<file path="config.mk">
export PLATFORM = sky130hd
export DESIGN_NAME = sram_like_arbiter
export DESIGN_NICKNAME = d
export VERILOG_FILES = /design/src/rtl/sram_like_arbiter.sv
export SDC_FILE = /design/constraint.sdc
export NUM_CORES = 1
export LEC_CHECK = 0
export ABC_AREA = 1
export BUFFER_PORTS_ARGS = -buffer_cell sky130_fd_sc_hd__buf_2
export CORE_AREA = 3 3 108 110
export DETAILED_ROUTE_END_ITERATION = 16
export DIE_AREA = 0 0 111 113
export HOLD_SLACK_MARGIN = 0.1
export PLACE_DENSITY_LB_ADDON = 0.1
export REMOVE_ABC_BUFFERS = 1
export SLEW_MARGIN = 0
export SYNTH_ARGS = -nofsm -noshare
export SYNTH_HDL_FRONTEND = slang
export SYNTH_SLANG_ARGS = --single-unit
</file>
<file path="constraint.sdc">
create_clock -name clk -period 3.27 [get_ports clk]
set_clock_uncertainty 0.15 [all_clocks]
set_input_delay 0.1635 -clock clk [delete_from_list [all_inputs] [get_ports clk]]
set_output_delay 0.1635 -clock clk [all_outputs]
set_load 0.01 [all_outputs]
</file>
<file path="src/rtl/sram_like_arbiter.sv">
// N-channel round-robin arbiter onto one sram-like memory port with in-order response routing.
// Optional kseg0/kseg1 physical mapping of m_addr under SRAM_LIKE_ADDR_MAP_EN.
module sram_like_arbiter #(
  parameter int NCH    = 2,
  parameter int ADDR_W = 32,
  parameter int DATA_W = 32,
  parameter int DEPTH  = 4
) (
  input  logic                  clk,
  input  logic                  resetn,
  input  logic [NCH-1:0]        ch_req,
  input  logic [NCH-1:0]        ch_wr,
  input  logic [2*NCH-1:0]      ch_size,
  input  logic [ADDR_W*NCH-1:0] ch_addr,
  input  logic [DATA_W*NCH-1:0] ch_wdata,
  output logic [NCH-1:0]        ch_addr_ok,
  output logic [NCH-1:0]        ch_data_ok,
  output logic [DATA_W-1:0]     ch_rdata,
  output logic                  m_req,
  output logic                  m_wr,
  output logic [1:0]            m_size,
  output logic [ADDR_W-1:0]     m_addr,
  output logic [DATA_W-1:0]     m_wdata,
  input  logic                  m_addr_ok,
  input  logic                  m_data_ok,
  input  logic [DATA_W-1:0]     m_rdata,
  output logic                  err_spurious
);

  localparam int IDW = (NCH > 1) ? $clog2(NCH) : 1;
  localparam int PW  = $clog2(DEPTH);
  localparam int CW  = PW + 1;

  logic [IDW-1:0]    rr_q, rr_d;
  logic [IDW-1:0]    lock_id_q, lock_id_d;
  logic              lock_q, lock_d;
  logic [IDW-1:0]    fifo_q [DEPTH];
  logic [PW-1:0]     head_q, head_d;
  logic [PW-1:0]     tail_q, tail_d;
  logic [CW-1:0]     cnt_q, cnt_d;
  logic              err_q, err_d;

  logic [IDW-1:0]    grant;
  logic [IDW-1:0]    head_id;
  logic              gnt_vld;
  logic              full, empty, push, pop;
  logic [ADDR_W-1:0] sel_addr;
  int                idx;

  assign full    = (cnt_q == CW'(DEPTH));
  assign empty   = (cnt_q == '0);
  assign head_id = fifo_q[head_q];

  // Locked grant holds the stalled request stable until accepted
  always_comb begin
    grant   = '0;
    gnt_vld = 1'b0;
    idx     = 0;
    if (lock_q) begin
      grant   = lock_id_q;
      gnt_vld = 1'b1;
    end else begin
      for (int k = 0; k < NCH; k++) begin
        idx = int'(rr_q) + k;
        if (idx >= NCH) idx = idx - NCH;
        if (!gnt_vld && ch_req[idx]) begin
          gnt_vld = 1'b1;
          grant   = IDW'(idx);
        end
      end
    end
  end

  always_comb begin
    m_wr     = 1'b0;
    m_size   = '0;
    sel_addr = '0;
    m_wdata  = '0;
    for (int i = 0; i < NCH; i++) begin
      if (grant == IDW'(i)) begin
        m_wr     = ch_wr[i];
        m_size   = ch_size[2*i +: 2];
        sel_addr = ch_addr[ADDR_W*i +: ADDR_W];
        m_wdata  = ch_wdata[DATA_W*i +: DATA_W];
      end
    end
  end

`ifdef SRAM_LIKE_ADDR_MAP_EN
  assign m_addr = (sel_addr[31:30] == 2'b10) ?
                  {3'b000, sel_addr[28:0]} : sel_addr;
`else
  assign m_addr = sel_addr;
`endif

  assign m_req    = resetn && gnt_vld && !full;
  assign push     = m_req && m_addr_ok;
  assign pop      = resetn && m_data_ok && !empty;
  assign ch_rdata = m_rdata;
  assign err_spurious = err_q;

  always_comb begin
    ch_addr_ok = '0;
    ch_data_ok = '0;
    for (int i = 0; i < NCH; i++) begin
      ch_addr_ok[i] = push && (grant == IDW'(i));
      ch_data_ok[i] = pop && (head_id == IDW'(i));
    end
  end

  always_comb begin
    rr_d      = rr_q;
    lock_d    = lock_q;
    lock_id_d = lock_id_q;
    head_d    = head_q;
    tail_d    = tail_q;
    cnt_d     = cnt_q;
    err_d     = err_q | (m_data_ok && empty);
    if (m_req && !m_addr_ok) begin
      lock_d    = 1'b1;
      lock_id_d = grant;
    end
    if (push) begin
      lock_d = 1'b0;
      rr_d   = (grant == IDW'(NCH-1)) ? '0 : grant + IDW'(1);
      tail_d = tail_q + PW'(1);
    end
    if (pop) head_d = head_q + PW'(1);
    unique case ({push, pop})
      2'b10:   cnt_d = cnt_q + CW'(1);
      2'b01:   cnt_d = cnt_q - CW'(1);
      default: cnt_d = cnt_q;
    endcase
  end

  always_ff @(posedge clk) begin
    if (!resetn) begin
      rr_q      <= '0;
      lock_q    <= 1'b0;
      lock_id_q <= '0;
      head_q    <= '0;
      tail_q    <= '0;
      cnt_q     <= '0;
      err_q     <= 1'b0;
    end else begin
      rr_q      <= rr_d;
      lock_q    <= lock_d;
      lock_id_q <= lock_id_d;
      head_q    <= head_d;
      tail_q    <= tail_d;
      cnt_q     <= cnt_d;
      err_q     <= err_d;
    end
  end

  always_ff @(posedge clk) begin
    if (push) fifo_q[tail_q] <= grant;
  end

endmodule

</file>
==> summary.md <==
| Metric | Value |
|---|---|
| Crit. End Element | `output pin` |
| Crit path time final | `2.40 ns` |
| Worst VDD drop | `0.142 mV` |
| Drt pass-1 iters | `4` |
| CTS max path bufs | `2` |
| F_max | `0.416 GHz` |
| Starting DRC count in detailed routing | `a little over 100` |
| RePlAce Congestion | `0.844` |
| Startpoint types | `flop` |
| Syn Inst Count | `361` |
| Worst r2r dst | `cnt_q[2]` |
| Die H | `around 110 um` |
| H-tree depth | `1` |
| Worst Tran Pin Value | `between 0.5 and 0.6 ns` |
| Layout cells sized above 1 | `41.9%` |
| CP arrival | `2.09 ns` |
| Power Density | `286 nW/um2` |
| Most frequent cells in the layout | `nand2_1 (224), buf_2 (212), inv_1 (23)` |
| Setup crit end | `m_wdata[28]` |
| Filler cells | `approximately 1300` |
| WL/cell | `13.6 um` |
| First-pass GRT wire length | `13600 um` |
| CTS Sinks | `17` |
| FF-to-FF setup slack | `1.11 ns` |
| Post-cts sizing count | `0` |
| Site Rows | `38` |
| Register area share after synthesis | `19.6%` |
| RSZ-0062 raised after global routing | `false` |
| Remaining global-route overflow | `0` |
| Starting Density | `approximately 18%` |
| R2r startpoint | `cnt_q[1]` |
| Area growth syn-to-layout | `50.6%` |
| DR DRC count | `0` |
| DP Wirelength | `between 7000 and 8000 um` |
| Static leakage | `1.88 nW` |
| Critical Path RT | `2.96 ns` |
| WL final | `a little over 9000 um` |
| CP max FO | `32` |
| Sequential power share | `28.7%` |
| Clock power share | `between 10% and 20%` |
| Core area | `roughly 11000 um2` |
| # IOs | `277` |
| IO buf count | `around 210` |
| Synth cell types | `20` |
| TritonCTS buffer count | `3` |
| Combinational group share of total power | `between 50% and 60%` |
| Max_cap viols | `0` |
| Inserted Diodes | `0` |
| Largest net degree at the start of global routing | `48` |
| Commonest non-fill, non-tap cell in the layout | `nand2_1` |
| FF+latch count, synth | `17` |
| M2 GR Usage | `23.5%` |
| CTS tree | `done` |
| Via count | `between 2000 and 3000` |
| Global-route met1 utilization | `approximately 16%` |
| Int Power | `0.501 mW` |
| Tot GR Track Use | `13.5%` |
| Reg2reg path depth | `10` |
| Critical path class | `flop to output pin` |
| Worst-path clk slew | `0.07 ns` |
| Fin. Hold Viols | `0` |
| Vias in the first global route | `~2600` |
| Initial antenna violation count | `0` |
| Syn Std Cell Area | `roughly 1900 um2` |
| Syn Area/Cell | `5.37 um2` |
| Status | `completed` |
| Dpl cells | `669` |
| Final Non-Filler Cells | `around 670` |
| CTS root buf | `clkbuf_8` |
| Worst-skew pair later-pin latency | `0.25 ns` |
| Period Utilization, post-route | `73.5%` |
| Sw frac | `40.2%` |
| Antenna viol nets, final | `0` |
| Final TNS setup | `0 ns` |
| Power, Total | `between 0.8 and 0.9 mW` |
| Die area | `12500 um2` |
| Final hold slack | `about 0.12 ns` |
| Most Used Layer, Global Route | `met2` |
| Final setup violation count | `0` |
| Die X-Extent | `~110 um` |
| Syn. warnings | `0` |
| Hold/Removal Path Class | `input pin to flop` |
| Crit path from | `lock_q` |
| Final nets | `713` |
| Via density | `3.92` |
| Net Switching | `0.336 mW` |
| Met3 GRT Util | `5.99%` |
| Final Slew Violations | `0` |
| Slew margin rel. | `66.2%` |
## metrics by stage
| step | setup slack [ns] | area [um2] | utilization [%] |
|---|---|---|---|
| finish | 0.867 | 2920 | 27.1 |
| detailed placement | 1.07 | 2870 | 26.5 |
| CTS | 0.787 | 2920 | 27.1 |
| global placement | 1.06 | 2870 | 26.5 |
| global route | 0.558 | 2920 | 27.1 |
| floorplan | 0.868 | 1610 | - |
## what timing repair did
item | CTS | global route
endpoints found under the setup margin | 0 | 0
buffers inserted | 0 | 0
hold buffers | 1 | 0
hold endpoints to repair | 1 | 0
## power groups by stage
stage	combinational (mW)	clock [mW]	sequential, mW
2_1_floorplan	0.217	0	0.244
3_3_place_gp	0.452	0	0.245
3_5_place_dp	0.449	0	0.245
4_1_cts	0.452	0.163	0.240
5_1_grt	0.501	0.174	0.242
6_report	0.440	0.157	0.240
## layout make-up
type / instances / area (um2) / share of cell area (%)
multi-input combinational: 273 / 1140 / 38.9
timing repair buffer: 216 / 1090 / 37.4
sequential: 17 / 380 / 13.0
tap: 140 / 175 / 6.00
inverter: 24 / 90.1 / 3.08
clock buffer: 3 / 41.3 / 1.41
clock inverter: 1 / 5.00 / 0.171
## per-layer routing
| metal | up-vias | part of all wire [%] |
|---|---|---|
| li1 | 1395 | - |
| met4 | 0 | 0.25 |
| met2 | 144 | 49 |
| met5 | - | 0 |
| met1 | 1099 | 40 |
| met3 | 2 | 10 |
## cells by family (layout without fill, tap and decap cells)
logic type	count (synthesis)	after routing	share of synthesized area [%]
AO/OA/AOI/OAI	17	17	4.58
adder cells (fa/ha/maj)	6	6	4.26
buffers and inverters	71	244	21.8
flip-flops	17	17	19.6
AND/OR/NAND/NOR	250	250	49.7
## worst min path at each step
stage                            from           end  slack (ns)  cells after the start
final                       m_addr_ok     tail_q[0]        0.12                      4
after global routing        m_addr_ok     tail_q[1]        0.15                      4
after CTS                      resetn     lock_id_q        0.12                      3
after detailed placement  m_rdata[12]  ch_rdata[12]        0.18                      0
after global placement    m_rdata[12]  ch_rdata[12]        0.18                      0
after floorplan                resetn  err_spurious        0.12                      2
## synth_stat cells
cell        n  share of area, %
nand2_1   224                43
buf_4      32                12
inv_1      23               4.5
nor2_1     16               3.1
dfxtp_1    13                13
a21oi_1    11               2.8
buf_2      11               2.8
ha_1        5               3.2
o21ai_0     5               1.3
edfxtp_1    4               6.2
nand3_1     4               1.0
buf_6       3               1.7
nand4_1     3              0.97
a21oi_2     1              0.45
clkbuf_1    1              0.19
fa_1        1               1.0
inv_2       1              0.19
nand2_2     1              0.32
nand4_2     1              0.65
nor2_2      1              0.32
## worst max-delay path: stages, from the launching register on
cell and delay, ns:
dfxtp_1 0.37, inv_1 0.05, nand2_1 0.07, nand2_2 0.29
inv_2 0.36, buf_4 0.38, nand2_1 0.09, nand2_1 0.08
buf_2 0.14
(Power assumes the default switching activity.)
